File: config.mk
export PLATFORM = sky130hd
export DESIGN_NAME = serial_add_ctrl
export DESIGN_NICKNAME = d
export VERILOG_FILES = /design/src/rtl/serial_add_ctrl.sv
export SDC_FILE = /design/constraint.sdc
export NUM_CORES = 1
export LEC_CHECK = 0
export ABC_AREA = 1
export CAP_MARGIN = 10
export CORE_MARGIN = 2
export CORE_UTILIZATION = 35
export DETAILED_ROUTE_END_ITERATION = 12
export GPL_TIMING_DRIVEN = 0
export PLACE_DENSITY_LB_ADDON = 0.3
export SYNTH_ARGS = -nofsm -noshare
export SYNTH_HDL_FRONTEND = slang
export SYNTH_SLANG_ARGS = --single-unit
File: constraint.sdc
create_clock -name clk -period 1.2 [get_ports clk]
set_input_delay 0.18 -clock clk [delete_from_list [all_inputs] [get_ports clk]]
set_output_delay 0.18 -clock clk [all_outputs]
set_load 0.05 [all_outputs]
File: src/rtl/serial_add_ctrl.sv
// Bit-serial unsigned adder with IDLE/RUN/DONE control; one full-adder slice reused per cycle, LSB first.
// Define SERIAL_ADD_CIN_EN to add a cin port that seeds the initial carry (otherwise the initial carry is 0).
module serial_add_ctrl #(
    parameter int WIDTH = 8
) (
    input  logic             clk,
    input  logic             rst_n,
    input  logic             start,
`ifdef SERIAL_ADD_CIN_EN
    input  logic             cin,
`endif
    input  logic [WIDTH-1:0] a,
    input  logic [WIDTH-1:0] b,
    output logic             busy,
    output logic             done,
    output logic [WIDTH-1:0] s,
    output logic             co
);

    localparam int CW = $clog2(WIDTH + 1);

    typedef enum logic [1:0] {IDLE, RUN, DONE} state_t;

    state_t           state_reg, state_next;
    logic [WIDTH-1:0] a_sh_reg, b_sh_reg, part_reg;
    logic [CW-1:0]    cnt_reg;
    logic             carry_reg;
    logic             carry_init;
    logic             last_bit;
    logic             ha1_s, ha1_c, ha2_s, ha2_c, fa_c;

`ifdef SERIAL_ADD_CIN_EN
    assign carry_init = cin;
`else
    assign carry_init = 1'b0;
`endif

    // Full adder built from two half-adder stages and an OR
    assign ha1_s = a_sh_reg[0] ^ b_sh_reg[0];
    assign ha1_c = a_sh_reg[0] & b_sh_reg[0];
    assign ha2_s = ha1_s ^ carry_reg;
    assign ha2_c = ha1_s & carry_reg;
    assign fa_c  = ha1_c | ha2_c;

    assign last_bit = (cnt_reg == CW'(WIDTH - 1));

    always_ff @(posedge clk) begin
        if (!rst_n) begin
            state_reg <= IDLE;
        end else begin
            state_reg <= state_next;
        end
    end

    always_comb begin
        state_next = state_reg;
        case (state_reg)
            IDLE:    if (start) state_next = RUN;
            RUN:     if (last_bit) state_next = DONE;
            DONE:    state_next = IDLE;
            default: state_next = IDLE;
        endcase
    end

    always_comb begin
        busy = (state_reg == RUN);
        done = (state_reg == DONE);
    end

    // Sum bits enter the partial register at the MSB so the word is aligned after WIDTH shifts
    always_ff @(posedge clk) begin
        if (!rst_n) begin
            a_sh_reg  <= '0;
            b_sh_reg  <= '0;
            part_reg  <= '0;
            cnt_reg   <= '0;
            carry_reg <= 1'b0;
            s         <= '0;
            co        <= 1'b0;
        end else begin
            case (state_reg)
                IDLE: begin
                    if (start) begin
                        a_sh_reg  <= a;
                        b_sh_reg  <= b;
                        part_reg  <= '0;
                        cnt_reg   <= '0;
                        carry_reg <= carry_init;
                    end
                end
                RUN: begin
                    a_sh_reg  <= a_sh_reg >> 1;
                    b_sh_reg  <= b_sh_reg >> 1;
                    part_reg  <= {ha2_s, part_reg[WIDTH-1:1]};
                    carry_reg <= fa_c;
                    cnt_reg   <= cnt_reg + CW'(1);
                    if (last_bit) begin
                        s  <= {ha2_s, part_reg[WIDTH-1:1]};
                        co <= fa_c;
                    end
                end
                default: begin
                end
            endcase
        end
    end

endmodule

# Word level (Yosys, flattened, before mapping)
# Cells that the tools add are included.
# totals
ff_bits	40
latch_bits	0
ram_bits	0
rom_bits	0
input_bits	19
n_memories	0
# op_classes
add_sub_neg	1
mul	0
n_div	0
magnitude_cmp	0
eq_ne	5
shift	0
muxes	13
bitwise_logic	5
reduce_logical	5
# ops
op	n
case mux 8 bit (2 select lines)	3
2-to-1 mux 8 bit	3
case mux 4 bit (2 select lines)	1
AND reduction 2 bit	3
adder 4 x 1 -> 4 bit (second input constant)	1
== test 4 x 3 -> 1 bit (second input constant)	1
2-to-1 mux 2 bit	2
2-to-1 mux 4 bit	1
case mux 2 bit (2 select lines)	1
bitwise AND 1 bit	2
== test 2 x 1 -> 1 bit (second input constant)	1
== test 2 bit (second input constant)	1
logical NOT 2 bit	1
!= test 2 x 1 -> 1 bit (second input constant)	1
!= test 2 bit (second input constant)	1
case mux 1 bit (2 select lines)	1
nonzero test 2 bit	1
XOR 1 bit	2
2-to-1 mux 1 bit	1
OR 1 bit	1

# Longest topological paths before layout
# Gate-level depths: netlist (run 1).
# depth
word_depth	4
mapped_depth	8

# Worst setup path after synthesis (run 1)
# OpenSTA, ideal clock, no wires.
# synth_timing
path_type	register to output
startpoint	register state_reg[1]
endpoint	output port done
arrival_time_ns	1.108
slack_ns	-0.088
stages_incl_launch_ff	3
cell_sequence	dfxtp_1 inv_1 nor2_1
# synth_between
elab_chain_cells	1
# synth_lines
item	line	rtl
start, declared	24	state_t state_reg, state_next;
start signal, assigned	51	state_reg <= state_next;
== test 2 bit	67	done = (state_reg == DONE);
end, declared	15	output logic done,
# Every way passes these cells.

# Worst setup path after layout (run 1)
# layout_timing
startpoint	register state_reg[0]
endpoint	output port busy
# layout_between
elab_chain_cells	1
# layout_lines
item	line	rtl
== test 2 x 1 -> 1 bit	66	busy = (state_reg == RUN);
end, declared	14	output logic busy,
# Every way passes these cells.

==> out/results.tsv, run 1 <==
metric	value	unit
final core occ	49.88	%
fin crit share	104.3	%
largest net degree at the start of global routing	14	
Least-Margin Pin Slew	510.3	ps
grt ovf	0	
Synth Area in XOR/XNOR	0	%
WS Path Type	register to output pin	
Core ar.	4723	sq um
max_cap viols	0	
CP endpoint kind	output pin	
Fillers	489	
Layout area overhead	38.15	%
post-placement worst setup slack	-739.5	ps
initial antenna violation count	0	
leading register cell type out of synthesis	dfxtp_1	
Sequential Power Share	48.8	%
critical-path maximum fanout	5	
met2 GRT Util	25.50	%
Worst Reg-to-Reg Cells	7	
Net Count, Synth	274	
CTS tree	done	
H-tree lvl count	2	
maximum VDD drop	665.4	uV
Net Sw Power	0.6892	mW
Die Footprint	5447	sq um
Total Routing Usage GR	15.44	%
Seq/Total Area, Yosys	45.78	%
via/cell ratio	4.401	
post-route cell area	2356	sq um
worst setup margin	-51.45	ps
Peak Freq	799.1	MHz
layout cells sized above 1	20.88	%
Mean Syn Cell Area	6.741	sq um
Compound-Gate Fraction of Synth Area	5.062	%
Post-Route Skew	8.822	ps
FF+latch area	790.8	sq um
Seq cells post-synth	39	
drt first-iter violations	64	
GRT Max-Usage Layer	met2	
Residual DRC	0	
Synth top cells by count	nand2_1, nor2_1, dfxtp_1	
status	finished, violations left	
CTS sink cnt	39	
count leader, synth	nand2_1	
Max Slew Vio Count	0	
min cycle time layout	1251	ps
failing checks	negative setup slack	
Die Span Y	73.81	um
synthesized cell area	1705	sq um
final setup vio count	7	
drt pass-1 iters	4	
Clock Pin Slew Worst Setup and Hold Paths	80	ps
Vias	1602	
DP Area	2064	sq um
Async SR Flop Fraction	0	%
clk_lat worst skew	300	ps
Adder-Cell Fraction of Synth Area	1.908	%
mux cell area share after synthesis	0	%
GR Util met3	4.115	%
RSZ-0062 raised after global routing	true	
final hold vios	0	
Clk pwr share	39.7	%
worst hold path type	input pin to register	
met1 Use GR	18.78	%
ANT cells	0	
Syn Inst Count	253	
Slew headroom	65.98	%
dpl hpwl	2.542	mm
cts bufs inserted	5	
Initial Utilization	36.11	%
Post-synth EDFFs	0	
placer congestion estimate	0.7916	
synth unique cells	19	
logic gate share of total power	11.5	%
WHS Path Cells	3	
largest area contributor in the netlist	dfxtp_1	
multi-input logic area	839.6	sq um
Yosys top cell area share	45.78	%
post-DR wirelength/cell	10.86	um
nets@finish	317	
critical path data arrival time	1070	ps
Critical Path RT	1020	ps
FP Rows	25	
Pwr Density	1182	nW/um^2
antenna-violating nets left	0	
PortBufs	27	
register-to-register setup slack	-20	ps
routed wire length	3.952	mm
Simple-Gate Fraction of Synth Area	37.86	%
die extent in x	73.81	um
leakage power	1.095	nW
largest cells by area after synthesis	dfxtp_1, nand2_1, nor2_1	
root cell of the clock tree	clkbuf_8	
IO Pins	30	
Clock Tree Buf Depth	2	
switching share of power	24.75	%
largest family of logic cells by synthesized area	simple AND/OR/NAND/NOR gates	
vias in the first global route	1394	
total chip power	2.784	mW
startpoint type of the worst setup path	register	
synth warn	0	
Int Pwr	2.095	mW
first-pass GRT wire length	6.320	mm
==> cells in the final DEF (no fill, tap or decap), types with 3 or more instances in the layout <==
cell type / instances
a21oi_1: 5
buf_2: 9
buf_4: 8
buf_6: 5
buf_8: 3
clkbuf_8: 5
clkdlybuf4s50_1: 16
dfxtp_1: 35
inv_1: 24
nand2_1: 68
nand2_2: 5
nand3_1: 22
nor2_1: 48
nor2_2: 6
nor2_4: 5
o21ai_0: 6
o22ai_1: 5
==> path summary, 6_finish.rpt <==
check,start,endpoint
worst max-delay path,state_reg[0]$_SDFFE_PN0P_,busy
worst min-delay path,rst_n,part_reg[7]$_SDFFE_PN0P_
worst max register to register,cnt_reg[0]$_SDFFE_PN0P_,s[7]$_SDFFE_PN0P_
worst min register to register,b_sh_reg[5]$_SDFFE_PN0P_,b_sh_reg[4]$_SDFFE_PN0P_
==> layer usage <==
layer	vias to the layer above	routed length [um]
met3	7	123
li1	865	-
met2	25	1766
met5	-	0
met1	705	1990
met4	0	72
==> layout make-up <==
cell class	instances	area share, %
Multi-Input combinational cell	176	35.63
Sequential cell	39	33.56
Timing Repair Buffer	36	14.55
Inverter	26	4.249
Buffer	12	3.664
Tap cell	67	3.558
Clock buffer	5	2.921
Clock inverter	3	1.859
==> power groups by stage <==
stage / Sequential [mW] / Combinational [mW] / Clock, mW
2_1_floorplan: 1.38 / 0.176 / 0
3_3_place_gp: 1.39 / 0.281 / 0
3_5_place_dp: 1.39 / 0.280 / 0
4_1_cts: 1.36 / 0.312 / 1.13
5_1_grt: 1.36 / 0.352 / 1.18
6_report: 1.36 / 0.319 / 1.11
==> logic make-up (layout without fill, tap and decap cells) <==
| family | after synthesis | count (layout) |
|---|---|---|
| AO/OA/AOI/OAI | 16 | 16 |
| adder cells (fa/ha/maj) | 2 | 2 |
| buffers and inverters | 38 | 82 |
| flip-flops | 39 | 39 |
| AND/OR/NAND/NOR | 158 | 158 |
==> what timing repair did <==
action,4_1_cts,5_1_grt
buffers inserted,4,4
hold buffers,0,0
cloned,0,1
setup endpoints to repair,42,35
pin swaps,4,6
gates resized for setup,63,34
==> metrics by stage <==
step	TNS (ps)	cells	hold slack, ps
floorplan	0	253	322.7
global placement	-4728	347	437.6
detailed placement	-5355	347	443.7
CTS	-329.0	359	225.0
global route	-1388	364	245.4
finish	-116.0	364	228.8
==> critical path, cell delays in order (launching register included) <==
cell and delay [ps]:
dfxtp_4 380, inv_2 40, nor2_4 100, buf_6 120, buf_8 130
(Power assumes the default switching activity.)
==> run 2: changes to the inputs <==
--- a/config.mk
+++ b/config.mk
@@ -8,10 +8,10 @@
 export ABC_AREA = 1
 export CAP_MARGIN = 10
 export CORE_MARGIN = 2
-export CORE_UTILIZATION = 35
+export CORE_UTILIZATION = 40
 export DETAILED_ROUTE_END_ITERATION = 12
 export GPL_TIMING_DRIVEN = 0
-export PLACE_DENSITY_LB_ADDON = 0.3
+export PLACE_DENSITY = 0.78
 export SYNTH_ARGS = -nofsm -noshare
 export SYNTH_HDL_FRONTEND = slang
 export SYNTH_SLANG_ARGS = --single-unit
==> run 2 against run 1 <==
Design area increased by 3.1%; cell count fell by 3.8%; the flow still finishes with violations (negative setup slack); fmax fell by 4.6%; core utilization up 10 points; routed wire length is 8.1% higher; critical endpoint unchanged; count of clock-buffer cells in the layout did not move; die area is 12% lower; critical path depth unchanged; sequential cell count unchanged; total power increased by 1.7%; first-iteration DRC count grew 97%; clock skew is 5.9 ps higher.
==> out/results.tsv, run 2 (same netlist as run 1, synthesis figures left out) <==
metric	value	unit
post-DR wirelength/cell	12.21	um
H-tree lvl count	2	
failing checks	negative setup slack	
Post-Route Skew	14.72	ps
CTS sink cnt	39	
via/cell ratio	4.811	
Initial Utilization	42.03	%
Total Routing Usage GR	17.22	%
nets@finish	320	
Die Span Y	69.30	um
antenna-violating nets left	0	
FP Rows	23	
ANT cells	0	
Least-Margin Pin Slew	483.7	ps
leakage power	1.138	nW
post-route insts no fill	350	
startpoint type of the worst setup path	register	
Vias	1684	
final setup vio count	8	
hold_buf cts	0	
cts bufs inserted	5	
critical-path maximum fanout	5	
drt first-iter violations	126	
Clock Tree Buf Depth	2	
clk_lat worst skew	310	ps
layout cells sized above 1	25.33	%
Slew headroom	67.75	%
Pwr Density	1166	nW/um^2
drt pass-1 iters	4	
Clock Pin Slew Worst Setup and Hold Paths	90	ps
Residual DRC	0	
CTS tree	done	
max_cap viols	0	
CP max stage cell	dfxtp_4	
Peak Freq	762.3	MHz
root cell of the clock tree	clkbuf_8	
final core occ	59.85	%
maximum VDD drop	471.6	uV
PortBufs	27	
routed wire length	4.272	mm
CP endpoint kind	output pin	
fin crit share	109.3	%
crit-path max cell delay	400	ps
first-pass GRT wire length	6.610	mm
vias in the first global route	1472	
final hold vios	0	
status	finished, violations left	
cell count after placement	330	
commonest cells after routing, fill and taps aside	nand2_1, nor2_1, dfxtp_1	
critical path data arrival time	1130	ps
Max Slew Vio Count	0	
worst hold path type	input pin to register	
WS Path Type	register to output pin	
worst setup margin	-111.9	ps
Critical Path RT	1020	ps
Cell Chain, Critical Path	inv_2 > nor2_4 > buf_6 > buf_8	
Die Footprint	4802	sq um
placer congestion estimate	0.7523	
Layout area overhead	42.41	%
Core ar.	4058	sq um
IO Pins	30	
largest net degree at the start of global routing	14	
dpl hpwl	2.503	mm
most common cell after layout, fill and taps aside	nand2_1	
initial antenna violation count	0	
min cycle time layout	1312	ps
grt ovf	0	
RSZ-0062 raised after global routing	true	
die extent in x	69.30	um
==> run 2: power breakdown <==
group / internal (mW) / leakage [nW] / total (mW) / switching, mW
Clock: 0.619 / 0.0581 / 1.11 / 0.486
Combinational: 0.170 / 0.761 / 0.364 / 0.195
Sequential: 1.33 / 0.319 / 1.36 / 0.0291
Total: 2.12 / 1.14 / 2.83 / 0.710
==> run 2: final cells by class <==
type / count / area, sq um
Buffer: 12 / 90.09
Clock buffer: 5 / 68.82
Clock inverter: 3 / 43.79
Fill cell: 360 / 1629
Inverter: 26 / 100.1
Multi-Input combinational cell: 176 / 909.6
Sequential cell: 39 / 790.8
Tap cell: 50 / 62.56
Timing Repair Buffer: 39 / 362.8
==> run 2: layer usage <==
| metal | up-vias | share of wire, % | GRT usage, % | wire [um] |
|---|---|---|---|---|
| met2 | 44 | 49 | 27.03 | 2103 |
| met5 | - | 0 | 0 | 0 |
| li1 | 866 | - | - | - |
| met4 | 0 | 1.4 | 6.972 | 59 |
| met1 | 768 | 44 | 22.09 | 1886 |
| met3 | 6 | 5.2 | 5.087 | 223 |
==> run 2: final timing paths <==
path              slack [ps]  cells past startpoint                        to                      start
hold reg to reg          460                      2  a_sh_reg[1]$_SDFFE_PN0P_   a_sh_reg[2]$_SDFFE_PN0P_
hold / removal           230                      3  part_reg[7]$_SDFFE_PN0P_                      rst_n
setup / recovery        -110                      4                      busy  state_reg[0]$_SDFFE_PN0P_
setup reg to reg         -50                      8         s[3]$_SDFFE_PN0P_    cnt_reg[0]$_SDFFE_PN0P_
==> run 2: per-stage QoR <==
| step | hold WS [ps] | power (mW) | setup TNS [ps] | area [sq um] | worst slack [ps] |
|---|---|---|---|---|---|
| after floorplan | 322.7 | 1.559 | 0 | 1710 | 1.281 |
| final | 225.4 | 2.831 | -278.5 | 2429 | -111.9 |
| after global placement | 436.5 | 1.662 | -4192 | 2043 | -720.4 |
| after global routing | 245.0 | 2.958 | -1144 | 2429 | -140.1 |
| after CTS | 219.6 | 2.785 | -534.4 | 2237 | -82.93 |
| after detailed placement | 445.8 | 1.666 | -4779 | 2043 | -728.7 |
==> run 2: critical path: cells and delay by family (launching register included) <==
kind | cells | cell delay (ps)
flops | 1 | 400
buf+inv | 3 | 320
simple gates | 1 | 110
==> run 2: repair_timing <==
action,CTS,global route
setup buffers,4,7
pin swaps,2,12
endpoints found under the setup margin,41,45
gates resized for setup,60,59
hold endpoints to repair,0,0
gates cloned,0,2
==> edit (settings of run 2) <==
Set the parameter `WIDTH` to 16 (it was 8).
--- a/src/rtl/serial_add_ctrl.sv
+++ b/src/rtl/serial_add_ctrl.sv
@@ -1,7 +1,7 @@
 // Bit-serial unsigned adder with IDLE/RUN/DONE control; one full-adder slice reused per cycle, LSB first.
 // Define SERIAL_ADD_CIN_EN to add a cin port that seeds the initial carry (otherwise the initial carry is 0).
 module serial_add_ctrl #(
-    parameter int WIDTH = 8
+    parameter int WIDTH = 16
 ) (
     input  logic             clk,
     input  logic             rst_n,
Interface: changed (resized a, b and s); port bits go from 30 to 54. The function was not compared with the original's and may differ.
==> edit against run 2 <==
- non-clock buffer count rose by 38
- final cell count increased by 78%
- largest cell class is now registers
- via count increased by 74%
- power up 96%
- area after synthesis grew 79%
- highest routed layer unchanged
- sequential cell count rose by 33
- cell area grew 69%
- maximum frequency fell by 13%
- the flow still finishes with violations (setup timing)
- critical path depth grew 7
- utilization down 3.8 points
- wire length up 69%
- critical endpoint is now s[14]
- worst setup slack worse by 0.19 ns
==> edit: results (changes against run 2) <==
[min_path]
min_from=rst_n
hp-class=input pin to flop

[synthesis]
ys_types=21  ; +2
ys.flop_type=dfxtp_1
ys_seq_area_share_pct=47.31  ; +1.5 points
synth_common_cells=141 x nand2_1, 72 x dfxtp_1, 61 x nand3_1
synth-async-reset-ratio_pct=0  ; unchanged
synth_nets=483  ; +76%
yosysWarnings=0  ; unchanged
syn_area_per_cell_um2=6.846  ; +1.6%
synthTopCellsByArea=dfxtp_1 47%, nand2_1 17%, nand3_1 10%, inv_1 6.5%, a21oi_1 6.2%

[cells_and_area]
stdcell_count=623  ; +78%
fin_nets=557  ; +74%
num_antenna_cells=0  ; unchanged
fin_util_pct=56.05  ; -3.8 points
nFillCells=657  ; +83%
drive_gt1_share_pct=17.75  ; -7.6 points

[sta]
clock_skew_ns=0.01438  ; -0.0003339 ns
fin_tns_setup_ns=-5.996  ; -5.718 ns
setup_viol=41  ; +33
relSlewSlack_pct=66.37  ; -1.4 points
setup_ws_ns=-0.2999  ; -0.1880 ns

[placed_design]
post-dp-hpwl_um=4849  ; +94%
preCtsSetupSlack_ns=-0.7091  ; +0.01959 ns
place_inst=595  ; +80%
io_buffer_count=51  ; +89%
gp_congestion=0.7860  ; +4.5%
dpl_cell_area_mm2=0.003722  ; +82%

[global_route]
antenna_found_initial=0  ; unchanged
grt_pass1_wl_um=11990  ; +81%
grt_usage_pct=17.84  ; +0.63 points
grt_pass1_vias=2709  ; +84%
grt_max_degree=13  ; -1

[critical_path]
arrival_ns=1.80  ; +0.67 ns
path_max_fanout=5  ; unchanged
rr_startpoint=cnt_reg[0]
cp-endpoint=s[14]
reg2reg_depth=11  ; +3
start_kind=flop

[detailed_routing]
wire_per_inst_um=11.61  ; -4.8%
drt_first_iter_violations=162  ; +29%
drtPass1Iterations=5  ; +1
via_per_inst=4.716  ; -2.0%

[cts]
insertion_delay_ns=0.36  ; +0.05 ns
htree_levels=3  ; +1
cts_made_buffers=9  ; +4
clk_pin_slew_ns=0.07  ; -0.02 ns
ctsLongestPathBuffers=2  ; unchanged
cts-root-buf=clkbuf_8

[power]
intPower_uw=4249  ; +100%
irDropWorstVdd_mv=0.8130  ; +72%
power_leakage_uw=0.001983  ; +74%

[status]
violations=setup timing
status=finished with violations

edit: cell types whose count changed after synthesis, sizes merged, moves of 5 or more:
cell          run 2  this run
dfxtp            39        72
nor2             59        41
o22ai             5         0
nand3            22        61
a21oi             5        38
buf               9        21
inv              26        57
nand2            75       141
edit: logic make-up after synthesis:
kind of cell | Yosys count | synth area share, %
compound gates | 42 | 7.022
fa+ha+maj | 3 | 1.478
buf+inv | 83 | 11.21
flops | 72 | 47.31
simple gates | 245 | 32.98
edit: power groups by stage:
| stage | registers (µW) | logic, µW | clock network, µW |
|---|---|---|---|
| after floorplan | 2570 | 379 | 0 |
| after global placement | 2580 | 575 | 0 |
| after detailed placement | 2580 | 589 | 0 |
| after CTS | 2520 | 613 | 2420 |
| after global routing | 2540 | 709 | 2530 |
| final | 2520 | 631 | 2410 |
edit: how the worst min path moves through the flow:
stage | end | depth (start not counted)
2_1_floorplan | a_sh_reg[15] | 2
3_3_place_gp | b_sh_reg[14] | 2
4_1_cts | b_sh_reg[0] | 3
5_1_grt | b_sh_reg[0] | 3
3_5_place_dp | b_sh_reg[3] | 2
6_report | b_sh_reg[0] | 3
edit: critical path, cell delays in order, from the launching register on:
cell,delay (ns)
dfxtp_4,0.37
ha_4,0.13
inv_2,0.04
nor3_4,0.15
ha_4,0.16
inv_2,0.04
nor2_4,0.12
nand2_1,0.09
inv_2,0.10
buf_6,0.14
nand2_2,0.05
nand2_1,0.05
edit: layer usage:
layer / global-route usage [%] / part of all wire [%] / vias to the layer above
met4: 7.449 / 1.4 / 0
met1: 21.80 / 44 / 1349
met5: 0 / 0 / -
met3: 4.564 / 4.7 / 9
met2: 29.81 / 50 / 64
li1: - / - / 1516
edit: final cells by class:
cell class | count | area share, %
Clock buffer | 11 | 3.685
Multi-Input combinational cell | 290 | 33.13
Buffer | 25 | 3.654
Clock inverter | 5 | 2.497
Tap cell | 99 | 3.015
Timing Repair Buffer | 64 | 13.31
Inverter | 57 | 5.268
Sequential cell | 72 | 35.44
edit: metrics by stage:
step,power [µW],hold WS (ns)
floorplan,2952,0.3227
global placement,3154,0.4346
detailed placement,3173,0.4432
CTS,5562,0.1678
global route,5779,0.1928
finish,5561,0.1758
edit: timing repair:
action	CTS	global route
gates resized for setup	124	14
pin swaps	5	4
endpoints found under the setup margin	89	75
buffers inserted	6	6
cloned	1	0
